<file path="config.mk">
export PLATFORM = sky130hd
export DESIGN_NAME = ifid_hazard_ctrl
export DESIGN_NICKNAME = d
export VERILOG_FILES = /design/src/rtl/ifid_hazard_ctrl.sv
export SDC_FILE = /design/constraint.sdc
export NUM_CORES = 1
export LEC_CHECK = 0
export ABC_AREA = 0
export BUFFER_PORTS_ARGS = -buffer_cell sky130_fd_sc_hd__buf_2
export CAP_MARGIN = 25
export CORE_MARGIN = 10
export CORE_UTILIZATION = 45
export DETAILED_ROUTE_END_ITERATION = 16
export GPL_ROUTABILITY_DRIVEN = 0
export PLACE_DENSITY_LB_ADDON = 0.3
export SYNTH_ARGS = -nofsm -noshare
export SYNTH_HDL_FRONTEND = slang
export SYNTH_SLANG_ARGS = --single-unit
export TNS_END_PERCENT = 1
</file>
<file path="constraint.sdc">
create_clock -name clk -period 1.9 [get_ports clk]
set_input_delay 0.095 -clock clk [delete_from_list [all_inputs] [get_ports clk]]
set_output_delay 0.095 -clock clk [all_outputs]
set_load 0.005 [all_outputs]
</file>
<file path="src/rtl/ifid_hazard_ctrl.sv">
// ifid_hazard_ctrl
// Sequences the IF/ID pipeline register and owns the fetch PC.
// Each cycle it decides whether IF/ID loads the fetched instruction, holds,
// or loads a NOP bubble. It detects load-use hazards against ID, redirects
// fetch on taken branches and inserts a fixed refill gap, and halts fetch on
// EBREAK until resumed. It also decodes the immediate format of the fetched
// instruction.
//
// Ports:
//   clk, rst             clock, synchronous active-high reset
//   ins_valid, ins       fetch result for the current PC
//   id_rs1n/id_rs2n      source register indices of the instruction in ID
//   id_uses_rs1/2        ID instruction actually reads rs1/rs2
//   ex_rdn, ex_memread   destination index / load flag of the instruction in EX
//   branch_taken/target  redirect request from EX
//   resume               single-cycle pulse that leaves HALT
//   pc                   registered fetch PC
//   ifid_en, ifid_bubble IF/ID load enable and NOP select
//   ex_bubble            ID/EX captures a bubble
//   immode               immediate format code for ins (0 on bubbles)
//   state                RUN=0, FLUSH=1, HALT=2
//   stall_cnt            saturating count of hazard / fetch-wait cycles
//   bubble_cnt           saturating count of cycles that loaded a NOP bubble
module ifid_hazard_ctrl #(
    parameter int                  WordSize    = 32,
    parameter logic [WordSize-1:0] ResetVector = '0,
    parameter int                  FlushCycles = 2
) (
    input  logic                clk,
    input  logic                rst,
    input  logic                ins_valid,
    input  logic [31:0]         ins,
    input  logic [4:0]          id_rs1n,
    input  logic [4:0]          id_rs2n,
    input  logic                id_uses_rs1,
    input  logic                id_uses_rs2,
    input  logic [4:0]          ex_rdn,
    input  logic                ex_memread,
    input  logic                branch_taken,
    input  logic [WordSize-1:0] branch_target,
    input  logic                resume,
    output logic [WordSize-1:0] pc,
    output logic                ifid_en,
    output logic                ifid_bubble,
    output logic                ex_bubble,
    output logic [2:0]          immode,
    output logic [1:0]          state,
    output logic [15:0]         stall_cnt,
    output logic [15:0]         bubble_cnt
);

    typedef enum logic [1:0] {
        RUN   = 2'd0,
        FLUSH = 2'd1,
        HALT  = 2'd2
    } state_t;

    // The flush counter holds the number of FLUSH cycles still to run after
    // the current one, so it starts at FlushCycles-2 (the redirect cycle
    // itself is spent in RUN or HALT).
    localparam int                CntW       = (FlushCycles > 2) ? $clog2(FlushCycles) : 1;
    localparam bit                HasFlush   = (FlushCycles > 1);
    localparam logic [CntW-1:0]   FlushInit  = HasFlush ? CntW'(FlushCycles - 2) : '0;
    localparam logic [31:0]       Ebreak     = 32'h0010_0073;
    localparam logic [WordSize-1:0] PcStep   = WordSize'(32'd4);

    state_t              state_r;
    logic [WordSize-1:0] pc_r;
    logic [CntW-1:0]     cnt_r;
    logic [15:0]         stall_cnt_r;
    logic [15:0]         bubble_cnt_r;

    state_t              state_nxt_s;
    logic [WordSize-1:0] pc_nxt_s;
    logic [CntW-1:0]     cnt_nxt_s;
    logic                hz_s;
    logic                ifid_en_s;
    logic                ifid_bubble_s;
    logic                ex_bubble_s;
    logic                stall_inc_s;

    function automatic logic [2:0] imm_format(input logic [6:0] opcode);
        logic [2:0] code;
        case (opcode)
            7'b0010011, 7'b0000011, 7'b1100111: code = 3'd1;
            7'b0100011:                         code = 3'd2;
            7'b1100011:                         code = 3'd4;
            7'b0110111, 7'b0010111:             code = 3'd5;
            7'b1101111:                         code = 3'd6;
            default:                            code = 3'd0;
        endcase
        return code;
    endfunction

    function automatic logic [15:0] sat_inc(input logic [15:0] value, input logic en);
        logic [15:0] result;
        if (en && (value != 16'hFFFF)) begin
            result = value + 16'd1;
        end else begin
            result = value;
        end
        return result;
    endfunction

    // Load-use hazard: a load in EX writes a register the ID instruction reads.
    always_comb begin
        hz_s = ex_memread && (ex_rdn != 5'd0) &&
               ((id_uses_rs1 && (id_rs1n == ex_rdn)) ||
                (id_uses_rs2 && (id_rs2n == ex_rdn)));
    end

    // Next-state, next-PC and IF/ID control decision for this cycle.
    always_comb begin
        state_nxt_s   = state_r;
        pc_nxt_s      = pc_r;
        cnt_nxt_s     = cnt_r;
        ifid_en_s     = 1'b1;
        ifid_bubble_s = 1'b1;
        ex_bubble_s   = 1'b0;
        stall_inc_s   = 1'b0;
        case (state_r)
            RUN: begin
                if (branch_taken) begin
                    pc_nxt_s = branch_target;
                    if (HasFlush) begin
                        state_nxt_s = FLUSH;
                        cnt_nxt_s   = FlushInit;
                    end else begin
                        state_nxt_s = RUN;
                    end
                end else if (hz_s) begin
                    // IF/ID holds the consumer; ID/EX takes the bubble.
                    ifid_en_s     = 1'b0;
                    ifid_bubble_s = 1'b0;
                    ex_bubble_s   = 1'b1;
                    stall_inc_s   = 1'b1;
                end else if (!ins_valid) begin
                    stall_inc_s = 1'b1;
                end else if (ins == Ebreak) begin
                    // EBREAK itself enters IF/ID; fetch stops behind it.
                    ifid_bubble_s = 1'b0;
                    state_nxt_s   = HALT;
                end else begin
                    ifid_bubble_s = 1'b0;
                    pc_nxt_s      = pc_r + PcStep;
                end
            end
            FLUSH: begin
                if (ins_valid) begin
                    pc_nxt_s = pc_r + PcStep;
                end else begin
                    pc_nxt_s = pc_r;
                end
                if (cnt_r == '0) begin
                    state_nxt_s = RUN;
                end else begin
                    cnt_nxt_s = cnt_r - CntW'(1'b1);
                end
            end
            HALT: begin
                // A taken branch means the EBREAK was on the wrong path.
                if (branch_taken) begin
                    pc_nxt_s = branch_target;
                    if (HasFlush) begin
                        state_nxt_s = FLUSH;
                        cnt_nxt_s   = FlushInit;
                    end else begin
                        state_nxt_s = RUN;
                    end
                end else if (resume) begin
                    pc_nxt_s    = pc_r + PcStep;
                    state_nxt_s = RUN;
                end else begin
                    pc_nxt_s = pc_r;
                end
            end
            default: begin
                // Unreachable encoding: bubble and fall back to RUN.
                state_nxt_s = RUN;
                cnt_nxt_s   = '0;
            end
        endcase
    end

    // Immediate format, suppressed whenever IF/ID is loading a bubble.
    always_comb begin
        if (ifid_bubble_s) begin
            immode = 3'd0;
        end else begin
            immode = imm_format(ins[6:0]);
        end
    end

    // State, PC, flush counter and saturating performance counters.
    always_ff @(posedge clk) begin
        if (rst) begin
            state_r      <= RUN;
            pc_r         <= ResetVector;
            cnt_r        <= '0;
            stall_cnt_r  <= 16'd0;
            bubble_cnt_r <= 16'd0;
        end else begin
            state_r      <= state_nxt_s;
            pc_r         <= pc_nxt_s;
            cnt_r        <= cnt_nxt_s;
            stall_cnt_r  <= sat_inc(stall_cnt_r, stall_inc_s);
            bubble_cnt_r <= sat_inc(bubble_cnt_r, ifid_en_s & ifid_bubble_s);
        end
    end

    assign pc          = pc_r;
    assign state       = state_r;
    assign stall_cnt   = stall_cnt_r;
    assign bubble_cnt  = bubble_cnt_r;
    assign ifid_en     = ifid_en_s;
    assign ifid_bubble = ifid_bubble_s;
    assign ex_bubble   = ex_bubble_s;

endmodule

</file>
==> summary by stage <==
STA
In the finished design, the share of the clock period the worst path needs comes to 101.9%. The final setup violation count is 2. Between clock sinks in the finished design, the worst skew comes to 0.01372 ns. The worst path setup slack after routing is -0.03583 ns. Final hold analysis gives a worst-case slack of 0.08457 ns. In this run the tightest slew margin relative to its limit is 66.60%.

The routed design could run at a clock period as short as 1.936 ns. At the pin with the least slew margin, the transition time is 0.5010 ns. The final hold violation count is 0. Setup repair after global routing could not meet its margin everywhere. The top achievable clock speed is 516.6 MHz.

The max-slew violation count came to 0.

Cells and area
The number of fill cells is 716. The final non-filler cell area is 6161 sq um. The layout net count is 853.

The synthesis-to-layout area growth is 50.86%. 0 antenna diodes ended up in the layout. The post-route netlist has 42.80% of its cells at a drive strength greater than 1.

Yosys
The sequential fraction of the synthesis area is 32.35%. The number of nets in the synthesized netlist is 628. The share of flip-flops with an asynchronous set or reset after synthesis is 0%. The post-synthesis average cell area is 7.633 sq um.

The mapped netlist covers 4084 sq um. After technology mapping, the gate count stands at 535. The Yosys step of the flow raised 0 warnings.

In this run, distinct cell masters in the synthesized netlist total 60. Yosys mapped a number of flops with a built-in enable equal to 0. The most frequently used flop master after synthesis is sky130_fd_sc_hd__dfxtp_1. In this run, synthesis produced a sequential element count of 66.

Global routing
Global routing used 20.18% of the available tracks across all layers. The initial antenna violation count is 0. In this run the most used layer during global routing was met2. For this run the aggregate overflow at the end of global routing stands at 0. In the global route stage, met2 resource usage came out at 34.35%. The first-pass GRT wire length is 22540 microns.

The pin count of the biggest net entering global routing is 74. The via count of the first global-routing pass is 4878. The global routing met1 resource utilization is 23.10%. Global routing consumed, on the met3 layer, 6.146% of the routing resources.

CTS
CTS saw 66 sinks. The number of clock buffers added by TritonCTS is 9. The source-to-sink clock delay at the later pin of the worst-skew pair is 0.34 ns.

In this run the deepest clock path goes through 2 buffers. The clock tree from TritonCTS is built. The clock-pin slew reported for the worst setup and hold paths after clock tree synthesis is 0.08 ns. The CTS root buffer is sky130_fd_sc_hd__clkbuf_8. The H-tree generated during clock tree synthesis spans 3 levels.

Die
In this run the vertical extent of the chip is 115.3 microns. The area of the core region is 8763 sq um. The initial cell density of the core is 46.60%. For this design the top-level I/O count stands at 159. The die outline area is 13290 sq um.

The placement row count is 34. The die is 115.3 microns wide.

Worst setup path
The largest fanout on the critical path is 8. The type of the worst setup path is in -> reg. The critical path goes through buf_6, or4_4, o21ai_4, nor2_2, buf_4, nand2_4, inv_4, buf_12, buf_8, buf_4, nor4_2, xnor2_1, nor2_1. Counting stages on the worst path, the most repeated cell is sky130_fd_sc_hd__buf_4. STA classifies the critical path endpoint as a flop. Data on the critical path is required at its endpoint by 2.12 ns. The maximum cell stage delay along the critical path is 0.54 ns. For the worst setup path, the data arrival time is 2.16 ns.

The largest individual stage delay along the critical path comes from the cell sky130_fd_sc_hd__or4_4. The worst setup path is launched from an input port.

Status
The flow ran to the end, but the final reports show violations. The checks that failed: negative setup slack.

Placed design
The standard cell area after detailed placement is 5493 sq um. Port buffering added 158 buffers. Summed over all nets, the half-perimeter wirelength after detailed placement is 10780 microns.

Pwr
The power per cell area is 606.4 nW/um^2. VDD sags by at most 0.3799 mV. The overall power after layout is 3736 uW. The static leakage power is 0.002645 uW.

Drt
After detailed routing, the number of remaining DRC violations is 0. The initial DRC count is 464. The via density per instance is 5.807. The routed layout has 5064 vias. The final layout contains routed wiring with a total length of 14800 microns.

The mean routed wirelength per cell is 16.97 microns. In this run the remaining antenna-violating nets after routing total 0. The number of optimization iterations in the first detailed-route pass is 5.

Hold path
The type of the worst min-delay path is in -> reg.

Flow run
Max-cap violations in this run came to 0.
## per-layer routing
metal / wire length [microns] / up-vias
li1: - / 2405
met3: 1346 / 38
met1: 5820 / 2383
met4: 347 / 0
met5: 0 / -
met2: 7282 / 238
## worst max-delay path: cells and delay by family
kind                   cells  cell delay [ns]
buffers and inverters      6             0.67
AO/OA/AOI/OAI              1             0.17
AND/OR/NAND/NOR            5             1.07
XOR/XNOR                   1             0.16
## what timing repair did
action                                 4_1_cts  5_1_grt
pin swaps                                    5       26
resized for setup                           20       67
buffers inserted                             0       11
cloned                                       0        1
setup endpoints to repair                   52       53
endpoints found under the hold margin        1        1
hold buffers                                 1        1
## registers in the layout (all words and copies together), names as in the netlist
name and count:
pc 32, bubble_cnt 16, stall_cnt 16, state 2
## layout by cell type (no fill, tap or decap), types with 4 or more instances in the layout
master                     count
sky130_fd_sc_hd__nand2_1      61
sky130_fd_sc_hd__nand2b_1      7
sky130_fd_sc_hd__a21oi_1      41
sky130_fd_sc_hd__dfxtp_1      62
sky130_fd_sc_hd__o21ai_1      13
sky130_fd_sc_hd__and4_1        5
sky130_fd_sc_hd__inv_1         5
sky130_fd_sc_hd__nand4_1      19
sky130_fd_sc_hd__buf_6         6
sky130_fd_sc_hd__buf_12        6
sky130_fd_sc_hd__mux2i_1       5
sky130_fd_sc_hd__a22o_1        5
sky130_fd_sc_hd__o41ai_1       4
sky130_fd_sc_hd__nor3_1       12
sky130_fd_sc_hd__xnor2_1      27
sky130_fd_sc_hd__a31oi_1       7
sky130_fd_sc_hd__ha_1          4
sky130_fd_sc_hd__and3_1        8
sky130_fd_sc_hd__nor4b_1       5
sky130_fd_sc_hd__a211oi_1      4
sky130_fd_sc_hd__clkbuf_8     10
sky130_fd_sc_hd__o31ai_1       5
sky130_fd_sc_hd__o21ai_0      17
sky130_fd_sc_hd__or4_4         4
sky130_fd_sc_hd__nor4_1       11
sky130_fd_sc_hd__buf_2       156
sky130_fd_sc_hd__nand3_1      14
sky130_fd_sc_hd__nor3_2        7
sky130_fd_sc_hd__nor2_1       64
sky130_fd_sc_hd__a211oi_2      4
sky130_fd_sc_hd__xor2_1        9
sky130_fd_sc_hd__buf_4        74
sky130_fd_sc_hd__nor4_2        6
## Yosys cell counts, types with 4 or more instances
library cell	count	area, sq um
sky130_fd_sc_hd__and4_1	6	52.55
sky130_fd_sc_hd__nor2_1	66	247.7
sky130_fd_sc_hd__ha_1	6	75.07
sky130_fd_sc_hd__nor4b_1	6	52.55
sky130_fd_sc_hd__a22o_1	5	43.79
sky130_fd_sc_hd__o31ai_1	7	52.55
sky130_fd_sc_hd__clkbuf_1	21	78.83
sky130_fd_sc_hd__xor2_1	10	87.58
sky130_fd_sc_hd__nand2b_1	8	50.05
sky130_fd_sc_hd__mux2i_1	5	50.05
sky130_fd_sc_hd__a211oi_1	8	60.06
sky130_fd_sc_hd__and3_1	8	50.05
sky130_fd_sc_hd__a21oi_1	43	215.2
sky130_fd_sc_hd__inv_1	8	30.03
sky130_fd_sc_hd__nand2_1	62	232.7
sky130_fd_sc_hd__o41ai_1	5	43.79
sky130_fd_sc_hd__o21ai_0	30	150.1
sky130_fd_sc_hd__buf_2	5	25.02
sky130_fd_sc_hd__dfxtp_1	66	1321
sky130_fd_sc_hd__buf_6	4	45.04
sky130_fd_sc_hd__nand3_1	14	70.07
sky130_fd_sc_hd__nor3_1	19	95.09
sky130_fd_sc_hd__nand4_1	19	118.9
sky130_fd_sc_hd__xnor2_1	27	236.5
sky130_fd_sc_hd__a31oi_1	7	43.79
sky130_fd_sc_hd__nor4_1	17	106.4
## path summary, 6_finish.rpt
path / start / to / slack, ns / cells after the start
setup reg to reg: state[0]$_SDFFE_PP0P_ / pc[17]$_SDFFE_PP0P_ / 0 / 8
hold reg to reg: pc[1]$_SDFFE_PP0P_ / pc[1]$_SDFFE_PP0P_ / 0.51 / 2
setup / recovery: ex_rdn[2] / bubble_cnt[14]$_SDFFE_PP0P_ / -0.04 / 13
hold / removal: resume / state[1]$_SDFFE_PP0P_ / 0.08 / 3
## per-stage QoR
stage / setup WS [ns] / instances / setup TNS (ns) / utilization (%)
4_1_cts: -0.01953 / 859 / -0.06298 / 65.93
2_1_floorplan: -0.08556 / 535 / -1.033 / -
3_5_place_dp: -0.2627 / 843 / -8.754 / 62.68
3_3_place_gp: -0.1819 / 843 / -6.245 / 62.68
5_1_grt: -0.08409 / 872 / -1.130 / 70.30
6_report: -0.03583 / 872 / -0.04413 / 70.30
## power by group
| group | switching (uW) | internal, uW | total (uW) |
|---|---|---|---|
| combinational | 536 | 492 | 1030 |
| sequential | 79.2 | 1460 | 1540 |
| clock | 536 | 630 | 1170 |
| total | 1150 | 2580 | 3740 |
## cells by family (layout without fill, tap and decap cells)
| group | Yosys count | after routing | share of synthesized area, % |
|---|---|---|---|
| simple gates | 251 | 251 | 31.77 |
| compound gates | 128 | 128 | 20.04 |
| flops | 66 | 66 | 32.35 |
| buf+inv | 42 | 271 | 4.841 |
| xor+xnor | 37 | 37 | 7.935 |
| fa+ha+maj | 6 | 6 | 1.838 |
| mux | 5 | 5 | 1.226 |
## area by class of cell
cell class	count	area [sq um]	area share, %
clock buffer	10	137.6	2.234
sequential	66	1329	21.57
timing repair buffer	247	1599	25.95
tap	108	135.1	2.193
multi-input combinational	427	2867	46.53
inverter	9	38.79	0.6296
clock inverter	5	55.05	0.8936
Power figures use the tool's default switching activity.
